[config.mk]
export PLATFORM = sky130hd
export DESIGN_NAME = alu_req_arbiter_flat
export DESIGN_NICKNAME = d
export VERILOG_FILES = /design/src/rtl/alu_req_arbiter_if.sv /design/src/rtl/alu_req_arbiter.sv /design/src/flat_wrapper.sv
export SDC_FILE = /design/constraint.sdc
export NUM_CORES = 1
export LEC_CHECK = 0
export CAP_MARGIN = 10
export CORE_AREA = 5 5 87 110
export CTS_CLUSTER_DIAMETER = 150
export DETAILED_ROUTE_END_ITERATION = 7
export DIE_AREA = 0 0 92 115
export PLACE_DENSITY = 0.84
export SLEW_MARGIN = 20
export SYNTH_ARGS = -nofsm -noshare
export SYNTH_HDL_FRONTEND = slang
export SYNTH_SLANG_ARGS = --single-unit
[constraint.sdc]
create_clock -name CLK -period 2 [get_ports CLK]
set_input_delay 0.5 -clock CLK [delete_from_list [all_inputs] [get_ports CLK]]
set_output_delay 0.5 -clock CLK [all_outputs]
set_load 0.02 [all_outputs]
[src/rtl/alu_req_arbiter_if.sv]
// Bundle of the two command ports, the two response channels and the ALU operand/result bus
// that sit around the alu_req_arbiter controller.
interface alu_req_arbiter_if #(
    parameter int WIDTH = 16,
    parameter int FUN_W = 4
);
    logic             REQ0_VALID, REQ1_VALID;
    logic             REQ0_READY, REQ1_READY;
    logic [WIDTH-1:0] REQ0_A, REQ0_B, REQ1_A, REQ1_B;
    logic [FUN_W-1:0] REQ0_FUN, REQ1_FUN;
    logic             RSP0_VALID, RSP1_VALID;
    logic             RSP0_READY, RSP1_READY;
    logic [WIDTH-1:0] RSP_DATA;
    logic [4:0]       RSP_FLAGS;
    logic             RSP_ERR;
    logic [WIDTH-1:0] ALU_A, ALU_B;
    logic [FUN_W-1:0] ALU_FUN;
    logic [WIDTH-1:0] ALU_OUT;
    logic             ALU_CARRY, ALU_ARITH, ALU_LOGIC, ALU_CMP, ALU_SHIFT;
    logic             BUSY;

    modport slave (
        input  REQ0_VALID, REQ1_VALID, REQ0_A, REQ0_B, REQ1_A, REQ1_B, REQ0_FUN, REQ1_FUN,
        input  RSP0_READY, RSP1_READY,
        input  ALU_OUT, ALU_CARRY, ALU_ARITH, ALU_LOGIC, ALU_CMP, ALU_SHIFT,
        output REQ0_READY, REQ1_READY, RSP0_VALID, RSP1_VALID, RSP_DATA, RSP_FLAGS, RSP_ERR,
        output ALU_A, ALU_B, ALU_FUN, BUSY
    );

    modport master (
        output REQ0_VALID, REQ1_VALID, REQ0_A, REQ0_B, REQ1_A, REQ1_B, REQ0_FUN, REQ1_FUN,
        output RSP0_READY, RSP1_READY,
        output ALU_OUT, ALU_CARRY, ALU_ARITH, ALU_LOGIC, ALU_CMP, ALU_SHIFT,
        input  REQ0_READY, REQ1_READY, RSP0_VALID, RSP1_VALID, RSP_DATA, RSP_FLAGS, RSP_ERR,
        input  ALU_A, ALU_B, ALU_FUN, BUSY
    );
endinterface

[src/rtl/alu_req_arbiter.sv]
// Round-robin front end for the registered 16-bit ALU: grants one of two command ports,
// runs a single operation through the ALU and returns the captured result on a response channel.
module alu_req_arbiter #(
    parameter int               WIDTH   = 16,
    parameter int               FUN_W   = 4,
    parameter logic [FUN_W-1:0] NOP_FUN = 4'b1111
) (
    input  logic             CLK,
    input  logic             RST,
    alu_req_arbiter_if.slave bus
);
    typedef enum logic [1:0] {IDLE, EXEC, CAPT, RESP} state_t;

    localparam logic [FUN_W-1:0] FUN_ADD = FUN_W'(0);
    localparam logic [FUN_W-1:0] FUN_SUB = FUN_W'(1);
    localparam logic [FUN_W-1:0] FUN_DIV = FUN_W'(3);
    localparam logic [FUN_W-1:0] FUN_BAD = FUN_W'(15);

    state_t           state, state_nxt;
    logic             last, owner;
    logic             gnt, gnt_vld, sel_err, rsp_ack, carry_m;
    logic             ready0, ready1;
    logic [WIDTH-1:0] sel_a, sel_b;
    logic [FUN_W-1:0] sel_fun;
    logic [WIDTH-1:0] alu_a, alu_b, rsp_data;
    logic [FUN_W-1:0] alu_fun;
    logic [4:0]       rsp_flags;
    logic             rsp_err, rsp0_valid, rsp1_valid;

    // With both ports pending, the one not served last wins; a lone requester always wins.
    assign gnt_vld = bus.REQ0_VALID | bus.REQ1_VALID;
    assign gnt     = (bus.REQ0_VALID & bus.REQ1_VALID) ? ~last : bus.REQ1_VALID;
    assign sel_a   = gnt ? bus.REQ1_A   : bus.REQ0_A;
    assign sel_b   = gnt ? bus.REQ1_B   : bus.REQ0_B;
    assign sel_fun = gnt ? bus.REQ1_FUN : bus.REQ0_FUN;
    assign sel_err = ((sel_fun == FUN_DIV) && (sel_b == '0)) || (sel_fun == FUN_BAD);
    assign rsp_ack = owner ? bus.RSP1_READY : bus.RSP0_READY;

    // The ALU keeps its carry from the last add/sub; only those two opcodes report it.
    assign carry_m = ((alu_fun == FUN_ADD) || (alu_fun == FUN_SUB)) ? bus.ALU_CARRY : 1'b0;

    always_ff @(posedge CLK) begin
        if (RST) state <= IDLE;
        else     state <= state_nxt;
    end

    always_comb begin
        state_nxt = state;
        ready0    = 1'b0;
        ready1    = 1'b0;
        case (state)
            IDLE: begin
                ready0 = gnt_vld & ~gnt;
                ready1 = gnt_vld & gnt;
                if (gnt_vld) state_nxt = sel_err ? RESP : EXEC;
            end
            EXEC:    state_nxt = CAPT;
            CAPT:    state_nxt = RESP;
            RESP:    if (rsp_ack) state_nxt = IDLE;
            default: state_nxt = IDLE;
        endcase
    end

    always_ff @(posedge CLK) begin
        if (RST) begin
            alu_a      <= '0;
            alu_b      <= '0;
            alu_fun    <= NOP_FUN;
            rsp_data   <= '0;
            rsp_flags  <= '0;
            rsp_err    <= 1'b0;
            rsp0_valid <= 1'b0;
            rsp1_valid <= 1'b0;
            last       <= 1'b1;
            owner      <= 1'b0;
        end else begin
            case (state)
                IDLE: begin
                    if (gnt_vld) begin
                        owner <= gnt;
                        last  <= gnt;
                        if (sel_err) begin
                            rsp_data   <= '0;
                            rsp_flags  <= '0;
                            rsp_err    <= 1'b1;
                            rsp0_valid <= ~gnt;
                            rsp1_valid <= gnt;
                        end else begin
                            alu_a   <= sel_a;
                            alu_b   <= sel_b;
                            alu_fun <= sel_fun;
                            rsp_err <= 1'b0;
                        end
                    end
                end
                CAPT: begin
                    rsp_data   <= bus.ALU_OUT;
                    rsp_flags  <= {carry_m, bus.ALU_ARITH, bus.ALU_LOGIC, bus.ALU_CMP, bus.ALU_SHIFT};
                    alu_fun    <= NOP_FUN;
                    rsp0_valid <= ~owner;
                    rsp1_valid <= owner;
                end
                RESP: begin
                    if (rsp_ack) begin
                        rsp0_valid <= 1'b0;
                        rsp1_valid <= 1'b0;
                    end
                end
                default: ;
            endcase
        end
    end

    assign bus.REQ0_READY = ready0;
    assign bus.REQ1_READY = ready1;
    assign bus.RSP0_VALID = rsp0_valid;
    assign bus.RSP1_VALID = rsp1_valid;
    assign bus.RSP_DATA   = rsp_data;
    assign bus.RSP_FLAGS  = rsp_flags;
    assign bus.RSP_ERR    = rsp_err;
    assign bus.ALU_A      = alu_a;
    assign bus.ALU_B      = alu_b;
    assign bus.ALU_FUN    = alu_fun;
    assign bus.BUSY       = (state != IDLE);
endmodule

[src/flat_wrapper.sv]
// flat-port wrapper written by rule: the top's interface ports become plain ports
module alu_req_arbiter_flat 
#(
    parameter int               WIDTH   = 16,
    parameter int               FUN_W   = 4,
    parameter logic [FUN_W-1:0] NOP_FUN = 4'b1111
)
  (CLK, RST, bus_REQ0_VALID, bus_REQ1_VALID, bus_REQ0_A, bus_REQ0_B, bus_REQ1_A, bus_REQ1_B, bus_REQ0_FUN, bus_REQ1_FUN, bus_RSP0_READY, bus_RSP1_READY, bus_ALU_OUT, bus_ALU_CARRY, bus_ALU_ARITH, bus_ALU_LOGIC, bus_ALU_CMP, bus_ALU_SHIFT, bus_REQ0_READY, bus_REQ1_READY, bus_RSP0_VALID, bus_RSP1_VALID, bus_RSP_DATA, bus_RSP_FLAGS, bus_RSP_ERR, bus_ALU_A, bus_ALU_B, bus_ALU_FUN, bus_BUSY);
  alu_req_arbiter_if #(.WIDTH(WIDTH), .FUN_W(FUN_W)) bus_i ();
  input  logic CLK;
  input  logic RST;
  input wire logic [$bits(bus_i.REQ0_VALID)-1:0] bus_REQ0_VALID;
  input wire logic [$bits(bus_i.REQ1_VALID)-1:0] bus_REQ1_VALID;
  input wire logic [$bits(bus_i.REQ0_A)-1:0] bus_REQ0_A;
  input wire logic [$bits(bus_i.REQ0_B)-1:0] bus_REQ0_B;
  input wire logic [$bits(bus_i.REQ1_A)-1:0] bus_REQ1_A;
  input wire logic [$bits(bus_i.REQ1_B)-1:0] bus_REQ1_B;
  input wire logic [$bits(bus_i.REQ0_FUN)-1:0] bus_REQ0_FUN;
  input wire logic [$bits(bus_i.REQ1_FUN)-1:0] bus_REQ1_FUN;
  input wire logic [$bits(bus_i.RSP0_READY)-1:0] bus_RSP0_READY;
  input wire logic [$bits(bus_i.RSP1_READY)-1:0] bus_RSP1_READY;
  input wire logic [$bits(bus_i.ALU_OUT)-1:0] bus_ALU_OUT;
  input wire logic [$bits(bus_i.ALU_CARRY)-1:0] bus_ALU_CARRY;
  input wire logic [$bits(bus_i.ALU_ARITH)-1:0] bus_ALU_ARITH;
  input wire logic [$bits(bus_i.ALU_LOGIC)-1:0] bus_ALU_LOGIC;
  input wire logic [$bits(bus_i.ALU_CMP)-1:0] bus_ALU_CMP;
  input wire logic [$bits(bus_i.ALU_SHIFT)-1:0] bus_ALU_SHIFT;
  output wire logic [$bits(bus_i.REQ0_READY)-1:0] bus_REQ0_READY;
  output wire logic [$bits(bus_i.REQ1_READY)-1:0] bus_REQ1_READY;
  output wire logic [$bits(bus_i.RSP0_VALID)-1:0] bus_RSP0_VALID;
  output wire logic [$bits(bus_i.RSP1_VALID)-1:0] bus_RSP1_VALID;
  output wire logic [$bits(bus_i.RSP_DATA)-1:0] bus_RSP_DATA;
  output wire logic [$bits(bus_i.RSP_FLAGS)-1:0] bus_RSP_FLAGS;
  output wire logic [$bits(bus_i.RSP_ERR)-1:0] bus_RSP_ERR;
  output wire logic [$bits(bus_i.ALU_A)-1:0] bus_ALU_A;
  output wire logic [$bits(bus_i.ALU_B)-1:0] bus_ALU_B;
  output wire logic [$bits(bus_i.ALU_FUN)-1:0] bus_ALU_FUN;
  output wire logic [$bits(bus_i.BUSY)-1:0] bus_BUSY;
  assign bus_i.REQ0_VALID = bus_REQ0_VALID;
  assign bus_i.REQ1_VALID = bus_REQ1_VALID;
  assign bus_i.REQ0_A = bus_REQ0_A;
  assign bus_i.REQ0_B = bus_REQ0_B;
  assign bus_i.REQ1_A = bus_REQ1_A;
  assign bus_i.REQ1_B = bus_REQ1_B;
  assign bus_i.REQ0_FUN = bus_REQ0_FUN;
  assign bus_i.REQ1_FUN = bus_REQ1_FUN;
  assign bus_i.RSP0_READY = bus_RSP0_READY;
  assign bus_i.RSP1_READY = bus_RSP1_READY;
  assign bus_i.ALU_OUT = bus_ALU_OUT;
  assign bus_i.ALU_CARRY = bus_ALU_CARRY;
  assign bus_i.ALU_ARITH = bus_ALU_ARITH;
  assign bus_i.ALU_LOGIC = bus_ALU_LOGIC;
  assign bus_i.ALU_CMP = bus_ALU_CMP;
  assign bus_i.ALU_SHIFT = bus_ALU_SHIFT;
  assign bus_REQ0_READY = bus_i.REQ0_READY;
  assign bus_REQ1_READY = bus_i.REQ1_READY;
  assign bus_RSP0_VALID = bus_i.RSP0_VALID;
  assign bus_RSP1_VALID = bus_i.RSP1_VALID;
  assign bus_RSP_DATA = bus_i.RSP_DATA;
  assign bus_RSP_FLAGS = bus_i.RSP_FLAGS;
  assign bus_RSP_ERR = bus_i.RSP_ERR;
  assign bus_ALU_A = bus_i.ALU_A;
  assign bus_ALU_B = bus_i.ALU_B;
  assign bus_ALU_FUN = bus_i.ALU_FUN;
  assign bus_BUSY = bus_i.BUSY;
  alu_req_arbiter #(.WIDTH(WIDTH), .FUN_W(FUN_W), .NOP_FUN(NOP_FUN)) u_core (.CLK(CLK), .RST(RST), .bus(bus_i));
endmodule
=== Word level (Yosys, flattened, before mapping) ===
Index checks and enable logic that the tools add are counted.

* Add/sub/neg operators: 0
* $mul: 0
* Div/mod/pow operators: 0
* Magnitude comparators: 0
* Equality and inequality tests: 10
* Shift operators: 0
* Mux-type cells: 29
* Bitwise operators: 8
* Reductions and logical operators: 15

{| class="wikitable"
|+ Operators with widths
! kind !! number
|-
| 2-to-1 mux 16 bit || 4
|-
| one-hot mux 16 bit (2 select lines) || 1
|-
| zero test 16 bit || 1
|-
| 2-to-1 mux 4 bit || 3
|-
| 2-to-1 mux 1 bit || 11
|-
| 2-to-1 mux 5 bit || 2
|-
| one-hot mux 5 bit (2 select lines) || 1
|-
| AND reduction 3 bit || 3
|-
| one-hot mux 2 bit (4 select lines) || 1
|-
| one-hot mux 4 bit (2 select lines) || 1
|-
| 2-to-1 mux 2 bit || 3
|-
| inequality test 2 x 1 -> 1 bit (second input constant) || 3
|-
| one-hot mux 1 bit (3 select lines) || 2
|-
| equality test 2 bit (second input constant) || 2
|-
| equality test 4 x 1 -> 1 bit (second input constant) || 1
|-
| equality test 4 x 2 -> 1 bit (second input constant) || 1
|-
| equality test 4 bit (second input constant) || 1
|-
| zero test 4 bit || 1
|-
| NOT 1 bit || 4
|-
| AND reduction 2 bit || 2
|-
| AND reduction 4 bit || 1
|-
| nonzero test 2 bit || 2
|-
| AND 1 bit || 3
|-
| nonzero test 3 bit || 1
|-
| other kinds (6) || 7
|}

* Flip-flop bits (word level): 64
* Bits in latches: 0
* RAM bits: 0
* Memory bits (read-only): 0
* Input bits: 99
* Output and inout bits: 63
* Word-level logic and storage cells: 73
* Memories: 0

=== Depth between registers and ports, before layout ===
Gate-level depths: netlist (run 1).

* Word-level depth: 9
* Depth in mapped cells: 8
* Depth with buffers taken out: 7

=== Worst setup path after synthesis (run 1) ===
OpenSTA, ideal clock, no wires.

* Path type: input -> output
* From: input port bus_REQ1_VALID
* To: output port bus_REQ1_READY
* Data arrival time: 1444 ps
* Data required time: 1500 ps
* Setup slack: 56 ps
* Stages: 4
* Path buffers: 2
* Cell sequence: a21boi_4 -> buf_6 -> clkbuf_1 -> and2_1

* Longest elaborated chain between the ends: 4
* Elaborated cells on any way between the ends: 5

{| class="wikitable"
|+ Ends and longest elaborated chain
! item !! line !! source
|-
| start, declared || flat_wrapper.sv:13 || <nowiki>input wire logic [$bits(bus_i.REQ1_VALID)-1:0] bus_REQ1_VALID;</nowiki>
|-
| AND 1 bit || alu_req_arbiter.sv:32 || <nowiki>assign gnt = (bus.REQ0_VALID & bus.REQ1_VALID) ? ~last : bus.REQ1_VALID;</nowiki>
|-
| 2-to-1 mux 1 bit || alu_req_arbiter.sv:32 ||
|-
| AND 1 bit (*) || alu_req_arbiter.sv:54 || <nowiki>ready1 = gnt_vld & gnt;</nowiki>
|-
| 2-to-1 mux 1 bit (*) || alu_req_arbiter.sv:51 || <nowiki>case (state)</nowiki>
|-
| end, declared || flat_wrapper.sv:29 || <nowiki>output wire logic [$bits(bus_i.REQ1_READY)-1:0] bus_REQ1_READY;</nowiki>
|}

Mark *: on every way between the ends. The rest lies on a longest branch, timed or not.

=== Worst setup path in the final report (run 1) ===
* From: input port bus_REQ0_B[14]
* To: register u_core.alu_a[7] (netlist: u_core.bus.ALU_A[7])

* Longest elaborated chain between the ends: 6

{| class="wikitable"
|+ Ends and longest elaborated chain
! item !! line !! source
|-
| start, declared || flat_wrapper.sv:15 || <nowiki>input wire logic [$bits(bus_i.REQ0_B)-1:0] bus_REQ0_B;</nowiki>
|-
| 2-to-1 mux 16 bit || alu_req_arbiter.sv:34 || <nowiki>assign sel_b = gnt ? bus.REQ1_B : bus.REQ0_B;</nowiki>
|-
| zero test 16 bit || alu_req_arbiter.sv:36 || <nowiki>assign sel_err = ((sel_fun == FUN_DIV) && (sel_b == '0)) || (sel_fun == FUN_BAD);</nowiki>
|-
| logical AND 1 bit || alu_req_arbiter.sv:36 ||
|-
| logical OR 1 bit || alu_req_arbiter.sv:36 ||
|-
| NOT 1 bit (no source line) || n/a ||
|-
| AND reduction 3 bit (no source line) || n/a ||
|-
| end signal, assigned || alu_req_arbiter.sv:89 || <nowiki>alu_a <= sel_a;</nowiki>
|-
| end, declared || alu_req_arbiter.sv:25 || <nowiki>logic [WIDTH-1:0] alu_a, alu_b, rsp_data;</nowiki>
|}

Every way passes these cells.
A chain may end at the register's enable or synchronous reset.

==> run_results.csv, run 1 <==
group,metric,value,unit
run_status,outcome,"finished, violations left",
run_status,violations,"setup timing",
timing,finalCritPeriodShare,1.02,
critical_path,critPathMaxFanout,9,
clocking,clock_latency,0.34,ns
clocking,cts_hold_buf,0,
logic_synthesis,synth.cell_area,3350,um^2
clocking,clockBufferDepth,2,
timing,skew,0.00956,ns
placement,post_dp_cell_area,5310,um^2
logic_synthesis,synth_edf_count,0,
route,ant_nets,0,
power,clkPwrFrac,0.192,
route,drt_iter0_drc,146,
grt,grtUsageTotal,0.213,
route,via_count,3648,
layout,nets,639,
grt,grt_remaining_overflow,0,
worst_hold_path,min_to,"u_core.bus.RSP_DATA[7]",
layout,finalInstanceArea,5830,um^2
logic_synthesis,ys_async_sr_fraction,0,
power,ir_drop,703,uV
critical_path,required,2.21,ns
clocking,cts.clk_slew.worst_paths,0.07,ns
logic_synthesis,ys_seq_area_frac,0.383,
die,core_area,8460,um^2
logic_synthesis,syn-mean-instance-area,9.71,um^2
critical_path,crit_path_cell_trace,"dlygate4sd2_1 -> nor4bb_4 -> nand4b_1 -> buf_4 -> a22o_4 -> buf_4 -> a31oi_2 -> a211oi_1",
timing,timing.hold.ws,0.474,ns
timing,tightest_slew,0.502,ns
timing,finalWorstSetupSlack,-0.0388,ns
job,max_cap_viol_count,0,
die,die_area,10600,um^2
critical_path,cp_slowest_cell,"nor4bb_4",
timing,tns,-0.117,ns
critical_path,r2r-start,"u_core.last",
die,num_rows,38,
critical_path,reg2reg_slack,0.06,ns
worst_hold_path,hold_class,"register to register",
clocking,cts_sinks,64,
critical_path,critPathKind,"primary input to register",
clocking,cts_root_buf,"clkbuf_8",
clocking,cts_inserted_buffers,9,
power,leakagePower,2.43,nW
power,power_frac_comb,0.514,
timing,max_freq,0.490,GHz
timing,finalCriticalPeriod,2.04,ns
power,p_int,0.00399,W
die,ioPinCount,162,
critical_path,critPathMaxStageDelay,0.32,ns
die,die_h,115,um
layout,nFillCells,612,
logic_synthesis,synth-seq-cells,64,
layout,finalCoreUtilization,0.689,
timing,finalSetupViolCount,6,
critical_path,r2r_cells,9,
clocking,htreeDepth,3,
critical_path,cp-end-kind,"register",
placement,gp_congestion,0.812,
timing,rsz0062_at_grt,"true",
route,drcViolationCount,0,
power,power_density,1100,nW/um^2
die,die_w,92,um
logic_synthesis,synthDistinctLibCells,38,
grt,antenna_found_initial,0,
grt,grt_pass1_wl,17800,um
power,p_sw_frac,0.376,
logic_synthesis,syn_inst,345,
critical_path,r2r-end,"u_core.bus.ALU_A[6]",
grt,grt_pass1_vias,3654,
timing,maxSlewViolCount,0,
timing,slew_headroom,0.665,
power,power,0.00639,W
grt,grt_max_degree,33,
placement,dpl.hpwl,8570,um
route,drt_pass1_iterations,4,
logic_synthesis,synth_top_flop_cell,"dfxtp_1",
worst_hold_path,holdPathStages,2,
power,p_seq_frac,0.294,
layout,area_growth,74.0,%
die,start_util,0.396,
route,wirelength,12500,um
power,switchingPower,0.00240,W
route,drt-vias-per-instance,5.69,
clocking,cts_tree,"built",
critical_path,cp.arrival,2.25,ns
worst_hold_path,hold_start,"u_core.bus.RSP_DATA[7]",
critical_path,worstSetupStartpointType,"primary input",
layout,diodes,0,
placement,port-buffer-count,161,
route,wl_per_cell,19.5,um
logic_synthesis,syn-num-nets,448,
layout,drive_above_1_share,0.222,
timing,hold_viol_final,0,
critical_path,worst_path_most_repeated_cell,"buf_4",
logic_synthesis,ys_warn_count,0,
kinds of logic after synthesis:
group           Yosys count  synth area share
fa+ha+maj                 4            0.0149
compound gates           84             0.185
buf+inv                  38            0.0620
mux                      60             0.181
flops                    64             0.383
simple gates             95             0.175
state kept, by name, indices dropped and copies added, names as in the netlist:
register	count
u_core.bus.ALU_B	16
u_core.bus.RSP_FLAGS	5
u_core.last	1
u_core.bus.RSP_DATA	16
u_core.bus.ALU_FUN	4
u_core.bus.RSP1_VALID	1
u_core.bus.ALU_A	16
u_core.owner	1
u_core.bus.RSP0_VALID	1
u_core.bus.RSP_ERR	1
u_core.state	2
power groups by stage:
stage	clock (W)	combinational, W	sequential, W
after floorplan	0	0.00113	0.00224
after global placement	0	0.00284	0.00185
final	0.00123	0.00328	0.00188
after detailed placement	0	0.00289	0.00186
after CTS	0.00125	0.00292	0.00185
after global routing	0.00130	0.00345	0.00191
worst max-delay path: cells and delay by family:
family	cells	cell delay (ns)
AND/OR/NAND/NOR	2	0.52
AO/OA/AOI/OAI	3	0.57
buffers and inverters	3	0.65
worst max-delay path by stage:
stage	startpoint	to	slack [ns]	cells after the start
global route	bus_REQ0_B[14]	u_core.bus.ALU_A[7]	-0.06	8
floorplan	bus_REQ1_VALID	bus_REQ1_READY	0.06	4
detailed placement	bus_REQ0_FUN[1]	u_core.bus.ALU_A[7]	-0.60	7
global placement	bus_REQ1_FUN[2]	u_core.bus.RSP1_VALID	-0.58	7
finish	bus_REQ0_B[14]	u_core.bus.ALU_A[7]	-0.04	8
CTS	u_core.state[1]	bus_REQ0_READY	0.02	5
cell usage after synthesis, types with 5 or more instances:
library cell	instances	area share
nand4_1	7	0.013
dfxtp_1	64	0.38
nor2b_1	5	0.0093
nor3_1	12	0.018
nand3b_1	20	0.045
clkbuf_1	16	0.018
mux2i_1	58	0.17
a31oi_1	33	0.062
buf_6	7	0.024
nand2b_1	22	0.041
nor2_1	13	0.015
buf_2	10	0.015
a211oi_1	32	0.072
repair_timing:
item                       in CTS  in global routing
pin swaps                      12                 20
setup endpoints to repair      64                 61
gates cloned                    0                  3
setup buffers                   0                  2
resized for setup              50                 57
layout by cell type (no fill, tap or decap), types with 6 or more instances in the layout:
| cell type | netlist | layout |
|---|---|---|
| clkbuf_2 | 0 | 6 |
| clkdlybuf4s50_1 | 0 | 119 |
| a31oi_1 | 33 | 30 |
| nor2_1 | 13 | 12 |
| dlygate4sd2_1 | 0 | 13 |
| a211oi_1 | 32 | 12 |
| a211oi_2 | 1 | 21 |
| dlymetal6s2s_1 | 0 | 17 |
| mux2i_1 | 58 | 58 |
| nand4_1 | 7 | 7 |
| clkbuf_8 | 0 | 10 |
| nand3b_1 | 20 | 20 |
| dfxtp_1 | 64 | 64 |
| nand2b_1 | 22 | 22 |
| nor3_1 | 12 | 8 |
| buf_4 | 0 | 42 |
through the flow:
step           instances  worst slack (ns)
6_report             641           -0.0388
5_1_grt              641           -0.0593
4_1_cts              636            0.0160
3_5_place_dp         621            -0.597
3_3_place_gp         621            -0.577
2_1_floorplan        345            0.0562
metal layers:
metal / share of wire / GRT usage / vias to the layer above / wire length, um
met5: 0 / 0 / - / 0
met4: 0.028 / 0.0971 / 0 / 356
met3: 0.080 / 0.0674 / 24 / 1010
met2: 0.51 / 0.373 / 186 / 6350
met1: 0.38 / 0.235 / 1741 / 4810
li1: - / - / 1697 / -
area by class of cell:
cell class	instances	area, um^2	share of cell area
tap	100	125	0.0215
clock inverter	3	65.1	0.0112
multi-input combinational	243	2090	0.359
sequential	64	1280	0.220
clock buffer	13	149	0.0255
timing repair buffer	214	2100	0.361
inverter	4	15.0	0.00258
No activity file was read; power rests on OpenSTA's default activity.
==> run 2, diff against run 1 <==
- SETUP_SLACK_MARGIN: not set -> 0.05
==> run_results.csv, run 2 (synthesis gave the netlist of run 1 again) <==
group,metric,value,unit
power,clkPwrFrac,0.192,
job,max_cap_viol_count,0,
worst_hold_path,holdPathStages,2,
route,wl_per_cell,20.5,um
critical_path,r2r_cells,8,
die,ioPinCount,162,
power,p_seq_frac,0.292,
timing,finalSetupViolCount,1,
layout,nFillCells,595,
die,core_area,8460,um^2
power,ir_drop,746,uV
timing,hold_viol_final,0,
critical_path,startpoint,"bus_REQ0_B[14]",
timing,max_freq,0.490,GHz
critical_path,r2r-end,"u_core.bus.ALU_A[11]",
clocking,cts_sinks,64,
critical_path,cp_slowest_cell,"nor4bb_4",
critical_path,worstSetupStartpointType,"primary input",
die,num_rows,38,
route,drt_pass1_iterations,5,
power,p_sw_frac,0.384,
die,die_w,92,um
die,die_h,115,um
clocking,htreeDepth,3,
timing,timing.hold.ws,0.473,ns
placement,gp_congestion,0.812,
critical_path,cp-end-kind,"register",
timing,finalCritPeriodShare,1.02,
timing,rsz0062_at_grt,"true",
route,drt-vias-per-instance,5.90,
layout,drive_above_1_share,0.240,
grt,grt_remaining_overflow,0,
power,p_int,0.00399,W
critical_path,critPathKind,"primary input to register",
clocking,clock_latency,0.35,ns
critical_path,r2r-start,"u_core.last",
layout,layout_common_cells,"clkdlybuf4s50_1, dfxtp_1, mux2i_1",
grt,grt_pass1_wl,17600,um
clocking,clockBufferDepth,2,
run_status,outcome,"finished, violations left",
placement,port-buffer-count,161,
grt,antenna_found_initial,0,
grt,grtUsageTotal,0.211,
timing,slew_headroom,0.665,
worst_hold_path,hold_start,"u_core.bus.RSP_DATA[7]",
timing,finalCriticalPeriod,2.04,ns
route,drcViolationCount,0,
power,power_density,1110,nW/um^2
worst_hold_path,min_to,"u_core.bus.RSP_DATA[7]",
placement,dpl.hpwl,8570,um
clocking,cts_tree,"built",
timing,finalWorstSetupSlack,-0.0396,ns
layout,finalInstanceArea,5850,um^2
layout,final_common_cell,"clkdlybuf4s50_1",
worst_hold_path,hold_class,"register to register",
timing,skew,0.0108,ns
placement,post_dp_cell_area,5310,um^2
critical_path,reg2reg_slack,0.04,ns
clocking,cts.clk_slew.worst_paths,0.08,ns
route,drt_iter0_drc,230,
power,switchingPower,0.00249,W
critical_path,critPathMaxStageDelay,0.32,ns
layout,nets,640,
route,ant_nets,0,
critical_path,critPathMaxFanout,22,
critical_path,crit_path_cell_trace,"clkdlybuf4s15_1 -> nor4bb_4 -> nand4b_1 -> buf_4 -> a22o_4 -> buf_12 -> a31oi_1 -> a211oi_2",
power,leakagePower,2.43,nW
timing,maxSlewViolCount,0,
route,via_count,3794,
die,die_area,10600,um^2
clocking,cts_inserted_buffers,9,
clocking,cts_root_buf,"clkbuf_8",
run_status,violations,"setup timing",
power,power_frac_comb,0.517,
grt,grt_max_degree,33,
die,start_util,0.396,
critical_path,required,2.23,ns
layout,area_growth,74.7,%
route,wirelength,13200,um
critical_path,cp.arrival,2.27,ns
layout,finalCoreUtilization,0.692,
grt,grt_pass1_vias,3620,
timing,tightest_slew,0.503,ns
==> run 2: timing repair <==
action                     4_1_cts  5_1_grt
pin swaps                       14       18
setup buffers                    0        3
cloned                           0        2
resized for setup               57       74
hold buffers                     0        0
setup endpoints to repair       64       62
==> run 2: worst max-delay path by stage <==
stage | endpoint | slack (ns) | cells after the start
floorplan | bus_REQ1_READY | 0.06 | 4
global placement | u_core.bus.RSP1_VALID | -0.58 | 7
detailed placement | u_core.bus.ALU_A[7] | -0.60 | 7
CTS | u_core.bus.ALU_A[7] | 0.04 | 8
global route | u_core.bus.ALU_A[11] | -0.06 | 8
finish | u_core.bus.ALU_A[11] | -0.04 | 8
==> run 2: metal layers <==
metal	routed length [um]	global-route usage	up-vias
met4	565	0.0991	0
met5	0	0	-
met3	1230	0.0713	38
li1	-	-	1699
met2	6540	0.366	241
met1	4860	0.232	1816
==> run 2: final cells by class <==
| class | instances | area (um^2) | area share |
|---|---|---|---|
| Antenna cell | 1 | 2.50 | 0.000428 |
| Clock buffer | 13 | 149 | 0.0254 |
| Clock inverter | 3 | 65.1 | 0.0111 |
| Inverter | 4 | 15.0 | 0.00257 |
| Multi-Input combinational cell | 243 | 2130 | 0.363 |
| Sequential cell | 64 | 1280 | 0.219 |
| Tap cell | 100 | 125 | 0.0214 |
| Timing Repair Buffer | 215 | 2090 | 0.357 |
==> run 2: per-stage QoR <==
| step | setup TNS [ns] | instances | power [W] | worst slack, ns |
|---|---|---|---|---|
| 4_1_cts | 0 | 637 | 0.00606 | 0.0356 |
| 5_1_grt | -0.229 | 642 | 0.00675 | -0.0627 |
| 3_5_place_dp | -35.23 | 621 | 0.00475 | -0.597 |
| 3_3_place_gp | -33.75 | 621 | 0.00470 | -0.577 |
| 6_report | -0.0396 | 643 | 0.00648 | -0.0396 |
| 2_1_floorplan | 0 | 345 | 0.00337 | 0.0562 |
==> run 2: critical path, delay by kind of cell <==
kind,cells,cell delay (ns)
AO/OA/AOI/OAI,3,0.66
AND/OR/NAND/NOR,2,0.50
buffers and inverters,3,0.59
==> run 2: power groups by stage <==
stage	registers, W	clock network [W]	logic, W
floorplan	0.00224	0	0.00113
global placement	0.00185	0	0.00284
detailed placement	0.00186	0	0.00289
CTS	0.00185	0.00125	0.00296
global route	0.00192	0.00132	0.00351
finish	0.00189	0.00124	0.00335
==> run 3, diff against run 2 <==
- CORE_AREA: 5 5 87 110 -> 2 2 84 107
- DIE_AREA: 0 0 92 115 -> 0 0 86 109
==> run_results.csv, run 3 (synthesis gave the netlist of run 1 again) <==
group,metric,value,unit
run_status,outcome,"finished, final reports clean",
clocking,clock_latency,0.34,ns
route,wl_per_cell,20.8,um
timing,finalCriticalPeriod,1.98,ns
die,die_w,86,um
critical_path,reg2reg_slack,0.05,ns
critical_path,critPathMaxFanout,4,
placement,post_dp_cell_area,5330,um^2
layout,area_growth,80.8,%
timing,slew_headroom,0.657,
power,ir_drop,836,uV
power,switchingPower,0.00258,W
worst_hold_path,min_to,"u_core.bus.RSP_FLAGS[1]",
timing,tns,0,ns
critical_path,r2r-end,"u_core.bus.ALU_A[11]",
timing,maxSlewViolCount,0,
timing,finalSetupViolCount,0,
clocking,cts.clk_slew.worst_paths,0.07,ns
power,power_density,1100,nW/um^2
grt,grt_pass1_vias,4007,
placement,dpl.hpwl,8240,um
clocking,cts_hold_buf,0,
critical_path,cp-end-kind,"primary output",
job,max_cap_viol_count,0,
layout,drive_above_1_share,0.274,
power,power_frac_comb,0.528,
worst_hold_path,holdPathStages,2,
die,core_area,8420,um^2
clocking,cts_inserted_buffers,9,
die,start_util,0.398,
timing,hold_viol_final,0,
power,p_seq_frac,0.290,
power,p_sw_frac,0.387,
grt,grt_remaining_overflow,0,
timing,skew,0.00800,ns
critical_path,critPathKind,"register to primary output",
critical_path,crit_path_cell_trace,"inv_1 -> ha_2 -> o21ai_0 -> nor2_1 -> buf_4",
critical_path,critPathMaxStageDelay,0.31,ns
critical_path,cpLargestDelayFamily,"flip-flops",
clocking,htreeDepth,3,
clocking,cts_sinks,64,
die,die_h,109,um
grt,grtUsageTotal,0.275,
route,drt_pass1_iterations,4,
critical_path,required,1.50,ns
route,drt-vias-per-instance,5.90,
layout,final_common_cell,"clkdlybuf4s50_1",
timing,finalCritPeriodShare,0.988,
layout,finalInstanceArea,6060,um^2
power,clkPwrFrac,0.182,
route,drt_iter0_drc,179,
clocking,clockBufferDepth,2,
timing,max_freq,0.506,GHz
placement,port-buffer-count,161,
clocking,cts_root_buf,"clkbuf_8",
grt,grt_max_degree,43,
die,ioPinCount,162,
timing,rsz0062_at_grt,"true",
worst_hold_path,hold_class,"register to register",
die,num_rows,38,
route,ant_nets,0,
power,power,0.00667,W
layout,nets,646,
route,via_count,3822,
timing,tightest_slew,0.502,ns
placement,gp_congestion,0.842,
critical_path,r2r-start,"u_core.last",
power,p_int,0.00409,W
clocking,cts_tree,"built",
critical_path,cp.arrival,1.48,ns
critical_path,r2r_cells,7,
critical_path,cp_slowest_cell,"dfxtp_1",
layout,layout_common_cells,"clkdlybuf4s50_1, dfxtp_1, mux2i_1",
grt,grt_pass1_wl,20000,um
critical_path,crit_buf_inv,2,
route,drcViolationCount,0,
die,die_area,9370,um^2
power,leakagePower,2.42,nW
worst_hold_path,hold_start,"u_core.bus.RSP_FLAGS[1]",
route,wirelength,13400,um
critical_path,worstSetupStartpointType,"register",
layout,diodes,0,
grt,antenna_found_initial,0,
-- run 3: changes by cell type in the layout (fill, tap and decap cells not counted), sizes merged --
cell	previous run	this run
clkdlybuf4s50	117	119
diode	1	0
dlymetal6s2s	17	6
bufinv	2	1
dlygate4sd2	6	9
buf	55	67
clkbuf	27	29
clkdlybuf4s15	6	5
-- run 3: worst max-delay path by stage --
stage | start | end | slack, ns | cells past startpoint
finish | u_core.state[0] | bus_REQ0_READY | 0.02 | 5
global route | u_core.state[0] | bus_REQ0_READY | -0.02 | 5
CTS | bus_REQ0_B[6] | u_core.bus.RSP_FLAGS[2] | -0.0009 | 8
floorplan | bus_REQ1_VALID | bus_REQ1_READY | 0.06 | 4
detailed placement | bus_REQ0_B[6] | u_core.bus.RSP_DATA[11] | -0.61 | 8
global placement | bus_REQ1_FUN[2] | u_core.bus.RSP1_VALID | -0.58 | 7
-- run 3: what timing repair did --
item | CTS | global route
gates cloned | 3 | 0
setup endpoints to repair | 64 | 58
buffers inserted | 10 | 0
pin swaps | 25 | 19
gates resized for setup | 117 | 63
-- run 3: tightest hold or removal path, cell delays in order (launching register included) --
cell and delay (ns):
dfxtp_1 0.31, nand2b_1 0.06, mux2i_1 0.06
-- run 3: cell type report --
| class | count | area (um^2) |
|---|---|---|
| Sequential cell | 64 | 1280 |
| Clock inverter | 2 | 35.0 |
| Timing Repair Buffer | 221 | 2150 |
| Tap cell | 100 | 125 |
| Multi-Input combinational cell | 243 | 2270 |
| Inverter | 4 | 15.0 |
| Clock buffer | 14 | 183 |
| Fill cell | 532 | 2360 |
-- run 3: power by group through the flow --
| stage | logic [W] | registers [W] | clock network (W) |
|---|---|---|---|
| after floorplan | 0.00113 | 0.00224 | 0 |
| after global placement | 0.00289 | 0.00186 | 0 |
| after detailed placement | 0.00294 | 0.00187 | 0 |
| after CTS | 0.00334 | 0.00189 | 0.00121 |
| after global routing | 0.00367 | 0.00196 | 0.00128 |
| final | 0.00352 | 0.00193 | 0.00122 |
-- run 3: through the flow --
| stage | setup slack (ns) | hold WS, ns | util | cells |
|---|---|---|---|---|
| after CTS | -0.000930 | 0.479 | 0.714 | 649 |
| after global routing | -0.0249 | 0.495 | 0.720 | 648 |
| after detailed placement | -0.610 | 0.468 | 0.633 | 620 |
| after global placement | -0.578 | 0.459 | 0.633 | 620 |
| after floorplan | 0.0562 | 0.499 | - | 345 |
| final | 0.0235 | 0.478 | 0.720 | 648 |
-- run 3: routing by layer --
| layer | vias up | GRT usage | share of wire |
|---|---|---|---|
| li1 | 1718 | - | - |
| met1 | 1845 | 0.291 | 0.37 |
| met2 | 219 | 0.494 | 0.52 |
| met3 | 40 | 0.0802 | 0.070 |
| met4 | 0 | 0.130 | 0.037 |
| met5 | - | 0 | 0 |
